==> src/rtl/arith_seq_unit.sv <==
// rtl/arith_seq_unit.sv - registered arithmetic stage: single-cycle add/sub/mul, restoring divider for div/mod
module arith_seq_unit #(
  parameter int WIDTH = 4
) (
  input  logic             clk,
  input  logic             rst_n,
  input  logic             in_valid,
  output logic             in_ready,
  input  logic [2:0]       in_op,
  input  logic [WIDTH-1:0] in_a,
  input  logic [WIDTH-1:0] in_b,
  output logic             out_valid,
  input  logic             out_ready,
  output logic [WIDTH-1:0] out_result,
  output logic             out_flag
);

  localparam int CW = $clog2(WIDTH + 1);

  localparam logic [2:0] OP_ADD = 3'd0;
  localparam logic [2:0] OP_SUB = 3'd1;
  localparam logic [2:0] OP_MUL = 3'd2;
  localparam logic [2:0] OP_DIV = 3'd3;
  localparam logic [2:0] OP_MOD = 3'd4;

  typedef enum logic [1:0] {
    S_IDLE = 2'd0,
    S_DIV  = 2'd1,
    S_DONE = 2'd2
  } state_t;

  state_t            state;
  logic [WIDTH-1:0]  rem;
  logic [WIDTH-1:0]  dvd;
  logic [WIDTH-1:0]  b_reg;
  logic [CW-1:0]     cnt;
  logic              is_mod;

  logic [WIDTH:0]    sum;
  logic [WIDTH:0]    diff;
  logic [2*WIDTH-1:0] prod;
  logic [WIDTH:0]    rem_sh;
  logic              rem_ge;
  logic [WIDTH-1:0]  rem_nx;
  logic [WIDTH-1:0]  dvd_nx;

  always_comb begin
    sum  = {1'b0, in_a} + {1'b0, in_b};
    diff = {1'b0, in_a} - {1'b0, in_b};
    prod = {{WIDTH{1'b0}}, in_a} * {{WIDTH{1'b0}}, in_b};
  end

  // Dividend shifts out MSB-first while quotient bits fill in from the LSB.
  // The remainder stays below b, so the shifted value fits in WIDTH+1 bits.
  always_comb begin
    rem_sh = {rem, dvd[WIDTH-1]};
    rem_ge = (rem_sh >= {1'b0, b_reg});
    rem_nx = rem_ge ? WIDTH'(rem_sh - {1'b0, b_reg}) : rem_sh[WIDTH-1:0];
    dvd_nx = {dvd[WIDTH-2:0], rem_ge};
  end

  always_ff @(posedge clk) begin
    if (!rst_n) begin
      state      <= S_IDLE;
      in_ready   <= 1'b1;
      out_valid  <= 1'b0;
      out_result <= '0;
      out_flag   <= 1'b0;
      rem        <= '0;
      dvd        <= '0;
      b_reg      <= '0;
      cnt        <= '0;
      is_mod     <= 1'b0;
    end else begin
      case (state)
        S_IDLE: begin
          if (in_valid) begin
            state     <= S_DONE;
            in_ready  <= 1'b0;
            out_valid <= 1'b1;
            case (in_op)
              OP_ADD: begin
                out_result <= sum[WIDTH-1:0];
                out_flag   <= sum[WIDTH];
              end
              OP_SUB: begin
                out_result <= diff[WIDTH-1:0];
                out_flag   <= (in_a < in_b);
              end
              OP_MUL: begin
                out_result <= prod[WIDTH-1:0];
                out_flag   <= |prod[2*WIDTH-1:WIDTH];
              end
              OP_DIV, OP_MOD: begin
                if (in_b == '0) begin
                  out_result <= (in_op == OP_DIV) ? '1 : in_a;
                  out_flag   <= 1'b1;
                end else begin
                  state     <= S_DIV;
                  out_valid <= 1'b0;
                  rem       <= '0;
                  dvd       <= in_a;
                  b_reg     <= in_b;
                  cnt       <= CW'(WIDTH);
                  is_mod    <= (in_op == OP_MOD);
                end
              end
              default: begin
                out_result <= '0;
                out_flag   <= 1'b1;
              end
            endcase
          end
        end
        S_DIV: begin
          rem <= rem_nx;
          dvd <= dvd_nx;
          cnt <= cnt - CW'(1);
          if (cnt == CW'(1)) begin
            state      <= S_DONE;
            out_valid  <= 1'b1;
            out_result <= is_mod ? rem_nx : dvd_nx;
            out_flag   <= 1'b0;
          end
        end
        S_DONE: begin
          if (out_ready) begin
            state     <= S_IDLE;
            out_valid <= 1'b0;
            in_ready  <= 1'b1;
          end
        end
        default: begin
          state     <= S_IDLE;
          out_valid <= 1'b0;
          in_ready  <= 1'b1;
        end
      endcase
    end
  end

endmodule

==> config.mk <==
export PLATFORM = sky130hd
export DESIGN_NAME = arith_seq_unit
export DESIGN_NICKNAME = d
export VERILOG_FILES = /design/src/rtl/arith_seq_unit.sv
export SDC_FILE = /design/constraint.sdc
export NUM_CORES = 1
export LEC_CHECK = 0
export CORE_MARGIN = 1.5
export CORE_UTILIZATION = 31
export CTS_CLUSTER_SIZE = 20
export DETAILED_ROUTE_END_ITERATION = 8
export SETUP_SLACK_MARGIN = 0.5
export SYNTH_ARGS = -nofsm -noshare
export SYNTH_HDL_FRONTEND = slang
export SYNTH_SLANG_ARGS = --single-unit
==> constraint.sdc <==
create_clock -name clk -period 5.95 [get_ports clk]
set_clock_uncertainty 0.15 [all_clocks]
set_input_delay 1.19 -clock clk [delete_from_list [all_inputs] [get_ports clk]]
set_output_delay 1.19 -clock clk [all_outputs]
set_load 0.01 [all_outputs]
Word level (Yosys, flattened, before mapping)
Index checks and enable logic that the tools add are counted. W data, S select, Z words.

Equal/unequal tests: 13. $add $sub $neg: 4. Multiplexer cells: 40. Bitwise logic cells: 2. $mul: 1. Order comparisons: 2. Reductions and logical operators: 11.

Operator list (number): $mux W4 (12); $pmux W4 S2 (3); $pmux W4 S4 (1); $reduce_and A4 Y1 (3); $mux W1 (10); $mux W2 (5); $mux W3 (3); $mul A4 B4 Y8 (1); $ne A2 B2 Y1 const B (4); $sub A4 B4 Y4 (2); $eq A3 B1 Y1 const B (2); $eq A3 B2 Y1 const B (2); $pmux W1 S3 (2); $pmux W2 S3 (1); $pmux W3 S2 (1); $reduce_and A3 Y1 (2); $add A4 B4 Y5 (1); $ge A5 B4 Y1 (1); $logic_not A4 Y1 (1); $lt A4 B4 Y1 (1); $pmux W1 S4 (1); $reduce_or A4 Y1 (1); $eq A3 B3 Y1 const B (1); $logic_not A3 Y1 (1); other kinds (10) (11).

Bits of input ports: 15. Register bits: 25. Output and inout port bits: 7. Logic and storage cells: 83.

Depth between registers and ports, before layout
Gate-level depths: netlist of the first run.

Word-level depth: 6. Mapped depth: 11. Depth with buffers taken out: 11.

Least setup slack after synthesis of the first run
Ideal clock, no wire load.

Kind: in2reg. Start point: in in_a[0]. End point: reg out_flag. Buffers on the path: 0. Path slack: 2126 ps. Data required time: 5726 ps. Arrival time: 3600 ps. Cell stages on the path: 10. Setup time: 74 ps. Cells stage by stage: nand2_1 fa_1 inv_1 fa_1 fa_1 xnor2_1 o2111ai_1 o311ai_0 a211o_1 a31oi_1.

Word-level cells in the longest chain between the ends: 5. Elaborated cells on any way between the ends: 7. Those cells by class: add/sub (1); mul (1); order compare (1); mux (3); reduce/logical (1).

Ends and longest elaborated chain: from (decl) (line 10) `input logic [WIDTH-1:0] in_a,`; $mul A4 B4 Y8 (line 50) `prod = {{WIDTH{1'b0}}, in_a} * {{WIDTH{1'b0}}, in_b};`; $reduce_or A4 Y1 (line 92) `out_flag <= |prod[2*WIDTH-1:WIDTH];`; $pmux W1 S4 * (line 81) `case (in_op)`; $mux W1 * (line 77) `if (in_valid) begin`; $pmux W1 S2 * (line 75) `case (state)`; to (signal assigned) (line 84) `out_flag <= sum[WIDTH];`; to (signal assigned) (line 88) `out_flag <= (in_a < in_b);`; to (signal assigned) (line 92); to (decl) (line 15) `output logic out_flag`.

Every way passes the cells marked *; elsewhere a longest branch is shown, timed or not. The select of a mux whose other input is x is not followed. A chain may end at the register's enable or synchronous reset.

Final worst setup path of the first run
Start point: in in_a[1]. End point: reg out_flag.

The elaborated chain is that of the path after synthesis.

==> impl_metrics.yaml, run 1 <==
run_status:
  status: "finished clean"
place:
  placed_cell_area_sq_um: 2481
  gp_congestion: 0.8382
  io_buffers: 21
  place_hpwl_mm: 4.005
sta:
  worstMarginPinSlew_ns: 0.6617
  finalCritPeriodShare_pct: 75.12
  fmax_mhz: 223.7
  finalSetupTns_ns: 0
  period_minus_slack_ns: 4.470
  slew-limit-headroom_pct: 54.74
  rsz0062_at_grt: "no"
  setup_viol: 0
  hold_viol_final: 0
  final_max_slew_viol_count: 0
  hold_ws_ns: 0.3266
clock_tree:
  cts_tree: "built"
  numCtsBuffers: 3
  cts_hold_buffers: 0
  post_cts_buffers: 0
  root_buffer: "clkbuf_8"
  cts_resized: 0
  clkLatencyLatePin_ns: 0.27
  clkSlewWorstSetupHoldPaths_ns: 0.10
  htreeDepth: 1
  cts_buffer_depth: 2
  cts_sinks: 24
global_route:
  grt_pass1_vias: 1846
  antenna_found_initial: 0
  use_met2_pct: 25.79
  grt_use_total_pct: 14.80
  use_met1_pct: 19.29
  grtUsageMet3_pct: 2.559
  grt_overflow: 0
  grt_max_degree: 17
  grt-busiest-layer: "met2"
  grt_pass1_wl_mm: 8.873
setup_path:
  arrival_ns: 4.53
  worstPathRequired_ns: 6.01
  start_kind: "input pin"
  crit_type: "input pin to flop"
  cp_max_fo: 9
  crit_path_end_kind: "flop"
drt:
  drc: 0
  detail_route.vias_per_cell: 5.077
  dr_total_vias: 1904
  dr.pass1.iters: 4
  ant_nets: 0
  routed_wl_mm: 5.126
  drt_iter0_markers: 108
  post_drt_wl_per_cell_um: 13.67
hold_path:
  hold_path.class: "flop to flop"
synthesis:
  synth_nets: 310
  yosys_register_bits: 24
  ys.flop_type: "dfxtp_1"
  synth_seq_area_share_pct: 22.02
  synth_area_sq_um: 2182
  syn_area_per_cell_sq_um: 8.329
  synth_cell_types: 60
  syn_inst: 262
  synthArstFlopShare_pct: 0
  ys_warn_count: 0
  synth_edf_count: 0
layout:
  drive_gt1_share_pct: 5.735
  final_nets: 328
  n_antenna_cell: 0
  fin_area_sq_um: 2552
  area_delta_synth_final_pct: 16.97
  final_util_pct: 37.57
  fillers: 721
floorplanning:
  fp-row-count: 30
  coreArea_sq_um: 6794
  die_width_um: 86.90
  dieHeight_um: 86.90
  ios: 22
  start_util_pct: 32.12
  die-area_sq_um: 7552
power_and_ir_drop:
  ir_worst_vdd_v: 0.00007150
  powerDensity_nw_per_um2: 191.9
  power.leakage_nw: 1.030
run:
  max_cap_viol_count: 0
==> power by group <==
part / internal [mW] / switching, mW
Sequential: 0.171 / 0.00850
Combinational: 0.0749 / 0.0882
Clock: 0.0901 / 0.0568
==> cell families after synthesis <==
family | after synthesis | share of synthesized area [%]
flops | 24 | 22.02
compound gates | 71 | 24.26
simple gates | 90 | 21.33
mux | 8 | 3.727
xor+xnor | 4 | 1.606
fa+ha+maj | 33 | 21.33
buf+inv | 32 | 5.733
==> placed cells by master (no fill, tap or decap), drive strengths merged, types with 3 or more instances in the layout <==
cell type      instances
nor2                  28
mux2i                  7
nor3b                  4
inv                   23
a31oi                  3
clkdlybuf4s50         21
and2                   5
o21ai                 14
o31ai                  3
or2                    3
nor3                   3
ha                    26
nand3                  3
a311oi                 3
nand2                 23
fa                     7
nand2b                 6
dfxtp                 24
o22ai                  4
a21oi                 15
a211oi                 3
o211ai                 4
xnor2                  3
nor2b                  5
clkbuf                 3
==> path summary, 6_finish.rpt <==
path / from / to / slack, ns / depth (start not counted)
min reg2reg: dvd[0] / dvd[0] / 0.33 / 2
max reg2reg: dvd[3] / out_result[0] / 3.65 / 7
min: dvd[0] / dvd[0] / 0.33 / 2
max: in_a[1] / out_flag / 1.48 / 11
==> metal layers <==
metal  share of wire (%)  vias up
li1                    -      969
met1                  47      905
met2                  49       25
met3                 3.4        5
met4                0.62        0
met5                   0        -
==> Yosys cell counts, types with 2 or more instances <==
library cell,instances,area (sq um)
a211o_1,2,17.52
a211oi_1,3,22.52
a21o_1,2,15.01
a21oi_1,14,70.07
a311oi_1,2,17.52
a31oi_1,3,18.77
and2_1,5,31.28
and4_1,2,17.52
buf_2,4,20.02
clkbuf_1,4,15.01
dfxtp_1,24,480.5
fa_1,7,140.1
ha_1,26,325.3
inv_1,23,86.33
mux2i_1,7,70.07
nand2_1,23,86.33
nand2b_1,6,37.54
nand3_1,3,15.01
nor2_1,27,101.4
nor2b_1,5,31.28
nor3_1,3,15.01
nor3b_1,3,22.52
nor4_1,2,12.51
o211a_1,2,20.02
o211ai_1,4,30.03
o21ai_0,13,65.06
o22ai_1,4,25.02
o311ai_0,2,17.52
o31a_1,2,17.52
o31ai_1,2,15.01
or2_1,2,12.51
xnor2_1,3,26.28
==> area by class of cell <==
cell class / count / area, sq um / area share [%]
Clock buffer: 3 / 41.29 / 1.618
Clock inverter: 1 / 30.03 / 1.176
Inverter: 23 / 86.33 / 3.382
Multi-Input combinational cell: 206 / 1577 / 61.76
Sequential cell: 24 / 480.5 / 18.82
Tap cell: 96 / 120.1 / 4.706
Timing Repair Buffer: 22 / 217.7 / 8.529
==> per-stage QoR <==
step | setup WS, ns | cells | power (mW)
floorplan | 2.126 | 262 | 0.2936
global placement | 1.308 | 371 | 0.3443
detailed placement | 1.196 | 371 | 0.3465
CTS | 1.479 | 375 | 0.4929
global route | 1.317 | 375 | 0.5223
finish | 1.480 | 375 | 0.4897
==> critical path, stage by stage <==
cell,delay [ns]
clkdlybuf4s50_1,0.73
nand2_1,0.14
fa_1,0.52
inv_1,0.05
fa_1,0.53
fa_1,0.47
xnor2_1,0.17
o2111ai_1,0.10
o311ai_0,0.17
a211o_1,0.32
a31oi_1,0.14
(Power assumes the default switching activity.)
==> run 2: changes to the inputs <==
clock period = 4.05 ns   (was 5.95 ns; I/O delays follow)
==> impl_metrics.yaml, run 2 (synthesis results as in run 1) <==
run_status:
  status: "finished clean"
floorplanning:
  fp-row-count: 30
  start_util_pct: 32.12
  coreArea_sq_um: 6794
  die_width_um: 86.90
  die-area_sq_um: 7552
  dieHeight_um: 86.90
  ios: 22
layout:
  area_delta_synth_final_pct: 22.94
  layout_common_cells: "nor2_1 (27), dfxtp_1 (24), inv_1 (23)"
  final_common_cell: "nor2_1"
  drive_gt1_share_pct: 12.15
  fillers: 692
  n_antenna_cell: 0
  final_nets: 337
  final_util_pct: 39.48
run:
  max_cap_viol_count: 0
clock_tree:
  numCtsBuffers: 3
  cts_sinks: 24
  cts_hold_buffers: 0
  clkLatencyLatePin_ns: 0.28
  htreeDepth: 1
  root_buffer: "clkbuf_8"
  clkSlewWorstSetupHoldPaths_ns: 0.09
  cts_tree: "built"
  cts_buffer_depth: 2
sta:
  setup_viol: 0
  finalCritPeriodShare_pct: 82.95
  period_minus_slack_ns: 3.360
  hold_ws_ns: 0.3256
  slew-limit-headroom_pct: 59.09
  fmax_mhz: 297.7
  worstMarginPinSlew_ns: 0.5982
  hold_viol_final: 0
  rsz0062_at_grt: "no"
  final_max_slew_viol_count: 0
  finalSetupTns_ns: 0
drt:
  ant_nets: 0
  dr.pass1.iters: 4
  met3WireLength_um: 138
  wl_met2_mm: 2.341
  dr_total_vias: 1944
  highest_layer: "met4"
  wl_met1_mm: 2.693
  drt_iter0_markers: 70
  detail_route.vias_per_cell: 5.063
  routed_wl_mm: 5.243
  post_drt_wl_per_cell_um: 13.65
  drc: 0
setup_path:
  rr_startpoint: "dvd[3]"
  arrival_ns: 3.42
  start_kind: "input pin"
  worstPathRequired_ns: 4.11
  cp_max_fo: 2
  crit_path_start: "in_b[2]"
  crit_path_end_kind: "flop"
  crit_type: "input pin to flop"
hold_path:
  hold_path.class: "flop to flop"
  min_from: "dvd[0]"
place:
  place_hpwl_mm: 3.987
  gp_congestion: 0.8477
  io_buffers: 21
power_and_ir_drop:
  power.leakage_nw: 1.114
  powerDensity_nw_per_um2: 276.9
  ir_worst_vdd_v: 0.0001379
global_route:
  antenna_found_initial: 0
  grt_overflow: 0
  grt_pass1_vias: 1948
  grt_pass1_wl_mm: 9.066
  grt_max_degree: 17
  grt_use_total_pct: 15.14
[run 2: cell count changes in the layout (fill, tap and decap cells not counted), moves of 2 or more]
cell             before  now
buf_4                 1    8
clkdlybuf4s50_1      21   15
dlymetal6s2s_1        0    4
ha_1                 26   22
buf_6                 0    2
ha_2                  0    2
ha_4                  0    2
nand2_1              23   21
nand2_2               0    2
[run 2: final timing paths]
| path | end | slack (ns) | cells after the start |
|---|---|---|---|
| worst max-delay path | out_flag | 0.69 | 11 |
| worst min-delay path | dvd[0] | 0.33 | 2 |
| worst max register to register | out_result[0] | 1.73 | 7 |
| worst min register to register | dvd[0] | 0.33 | 2 |
[run 2: power by group]
part,switching [mW],total [mW],internal (mW)
logic,0.138,0.263,0.125
clock network,0.0836,0.216,0.132
registers,0.0125,0.264,0.252
[run 2: routing by layer]
metal  vias up  GRT usage [%]
met4         0          3.519
met2        25          24.45
met3         8          2.938
met5         -              0
li1        996              -
met1       915          20.79
[run 2: final cells by class]
| class | count | area [sq um] | area share, % |
|---|---|---|---|
| Sequential cell | 24 | 480.5 | 17.91 |
| Timing Repair Buffer | 31 | 296.5 | 11.05 |
| Multi-Input combinational cell | 206 | 1628 | 60.68 |
| Tap cell | 96 | 120.1 | 4.478 |
| Inverter | 23 | 86.33 | 3.218 |
| Clock buffer | 3 | 41.29 | 1.539 |
| Clock inverter | 1 | 30.03 | 1.119 |
[run 2: worst max-delay path, cell delays in order]
cell,delay (ns)
dlygate4sd2_1,0.24
nand2_1,0.09
fa_1,0.51
inv_1,0.06
fa_1,0.53
fa_2,0.43
xnor2_2,0.16
o2111ai_2,0.06
o311ai_1,0.12
a211o_1,0.26
a31oi_1,0.15
[run 2: repair_timing]
item | 4_1_cts | 5_1_grt
pin swaps | 7 | 6
endpoints found under the setup margin | 2 | 2
setup buffers | 0 | 0
resized for setup | 11 | 9
[run 2: metrics by stage]
| stage | power [mW] | setup slack, ns | std cells | instance area, sq um |
|---|---|---|---|---|
| 2_1_floorplan | 0.4313 | 0.6059 | 262 | 2182 |
| 3_3_place_gp | 0.5118 | -0.001092 | 380 | 2549 |
| 3_5_place_dp | 0.5157 | -0.05592 | 380 | 2549 |
| 4_1_cts | 0.7419 | 0.5059 | 384 | 2665 |
| 5_1_grt | 0.7910 | 0.5159 | 384 | 2683 |
| 6_report | 0.7429 | 0.6904 | 384 | 2683 |
==> edit (config.mk and constraints of run 2) <==
`WIDTH`: 4 -> 8.
--- a/src/rtl/arith_seq_unit.sv
+++ b/src/rtl/arith_seq_unit.sv
@@ -1,5 +1,5 @@
 // rtl/arith_seq_unit.sv - registered arithmetic stage: single-cycle add/sub/mul, restoring divider for div/mod
 module arith_seq_unit #(
-  parameter int WIDTH = 4
+  parameter int WIDTH = 8
 ) (
   input  logic             clk,
Interface: changed (resized in_a, in_b and out_result); port bits go from 22 to 34. The function was not compared with the original's and may differ.
==> edit against run 2 <==
  * The run now ends with setup timing left
  * Design area rose by 150%
  * Clock power rose by 83%
  * Sequential cell count rose by 17
  * Power rose to 3.3 times the old value
  * Worst setup slack got worse by 1.4 ns
  * Combinational power rose to 6.2 times the old value
  * Area after synthesis rose by 140%
  * Synthesized cell count rose by 140%
  * Hold slack improved by 0.016 ns
  * Wire length rose to 2.7 times the old value
  * Non-clock buffer count rose by 84
  * Die area rose by 130%
  * Largest power group is now combinational cells
==> edit: results (changes against run 2) <==
[placed_design]
place.gp.congestion = 0.864  ; was 0.848
io_buffers = 33  ; was 21
place_area_um2 = 6260  ; was 2550 um^2
dp_hpwl_um = 11600  ; was 3990 um
dp.cells = 926  ; was 380

[sta]
final-setup-viol-count = 3  ; was 0
finalSetupTns_ns = -1.30  ; was 0 ns
setup_ws_ns = -0.734  ; was 0.690 ns
hold_slack_ns = 0.342  ; was 0.326 ns
slew_headroom = 0.514  ; was 0.591

[global_routing]
met3_usage = 0.0188  ; was 0.0294
grt_pass1_vias = 4649  ; was 1948
groute.usage.overall = 0.168  ; was 0.151
grtUsageMet1 = 0.237  ; was 0.208
met2_usage = 0.275  ; was 0.245
grt_pass1_wl_um = 23700  ; was 9070 um
grt_max_degree = 27  ; was 17

[worst_setup_path]
rr_endpoint = out_result[2]$_SDFFE_PN0P_  ; was out_result[0]$_SDFFE_PN0P_
r2r_slack_ns = 1.25  ; was 1.73 ns
critPathMaxFanout = 5  ; was 2
r2r_start = dvd[7]$_SDFFE_PN0P_  ; was dvd[3]$_SDFFE_PN0P_

[cts]
htreeDepth = 2  ; was 1
ctsRootBufferMaster = clkbuf_16  ; was clkbuf_8

[yosys]
yosysUniqueCellTypes = 65  ; was 60
ys_top_cells_by_count = 84 x inv_1, 62 x ha_1, 52 x nor2_1  ; was 27 x nor2_1, 26 x ha_1, 24 x dfxtp_1
yosys-top-cells-area = dfxtp_1 16%, fa_1 15%, ha_1 15%  ; was dfxtp_1 22%, ha_1 15%, fa_1 6.4%

[detailed_routing]
dr.pass1.iters = 6  ; was 4
drtIter0Drc = 321  ; was 70
via_count = 4790  ; was 1944

[final_layout]
fin_util = 0.416  ; was 0.395
fin_cells = 941  ; was 384
n_fill_cell = 1589  ; was 692
layout.nets = 849  ; was 337

[power]
power.leakage_nw = 2.93  ; was 1.11 nW
ir_drop_v = 0.000239  ; was 0.000138 V

[min_path]
hold_depth = 1  ; was 2
hold_start = rem[3]$_SDFFE_PN0P_  ; was dvd[0]$_SDFFE_PN0P_
hold-path-endpoint = rem[3]$_SDFFE_PN0P_  ; was dvd[0]$_SDFFE_PN0P_

[run_status]
failed_checks = setup timing
status = finished, violations left  ; was finished clean

[edit: cell types whose count changed after synthesis, moves of 7 or more]
| cell | before | now |
|---|---|---|
| inv_1 | 23 | 84 |
| ha_1 | 26 | 62 |
| fa_1 | 7 | 39 |
| and2_1 | 5 | 32 |
| nand2_1 | 23 | 48 |
| nor2_1 | 27 | 52 |
| a21oi_1 | 14 | 37 |
| o21ai_0 | 13 | 35 |
| clkbuf_1 | 4 | 21 |
| dfxtp_1 | 24 | 41 |
| mux2i_1 | 7 | 16 |
| xnor2_1 | 3 | 12 |
| nor3_1 | 3 | 10 |
[edit: worst max path at each step]
stage	start	to	slack (ns)	depth (start not counted)
6_report	in_a[3]	out_flag$_SDFFE_PN0P_	-0.73	18
5_1_grt	in_b[3]	out_flag$_SDFFE_PN0P_	-0.87	16
4_1_cts	in_a[6]	out_flag$_SDFFE_PN0P_	-0.85	16
3_5_place_dp	in_b[3]	out_flag$_SDFFE_PN0P_	-1.77	18
3_3_place_gp	in_b[3]	out_flag$_SDFFE_PN0P_	-1.70	18
2_1_floorplan	in_b[5]	out_flag$_SDFFE_PN0P_	-0.92	17
[edit: logic make-up after synthesis]
kind of cell / synth area share
AOI/OAI and AO/OA: 0.198
xor gates and xnor gates: 0.0323
adders and majority gates: 0.302
buffers and inverters: 0.0907
DFF: 0.159
muxes: 0.0354
and+or+nand+nor: 0.183
[edit: metal layers]
layer  wire length [um]  vias to the layer above
li1                   -                     2365
met1               6790                     2305
met2               6650                      109
met3                652                       11
met4                213                        0
met5                  0                        -
[edit: layout make-up]
type,instances,share of cell area
clock buffer,7,0.0214
inverter,85,0.0478
multi-input combinational,477,0.621
sequential,41,0.123
tap,216,0.0405
timing repair buffer,115,0.146
[edit: where the power goes]
part | internal [mW] | leakage (nW) | switching, mW
Clock | 0.242 | 0.0700 | 0.153
Combinational | 0.808 | 2.53 | 0.810
Sequential | 0.428 | 0.334 | 0.0223
Total | 1.48 | 2.93 | 0.985
[edit: timing repair]
action,in CTS,in global routing
pin swaps,31,21
hold buffers,0,0
cloned,0,0
gates resized for setup,106,21
endpoints found under the setup margin,6,5
setup buffers,7,1
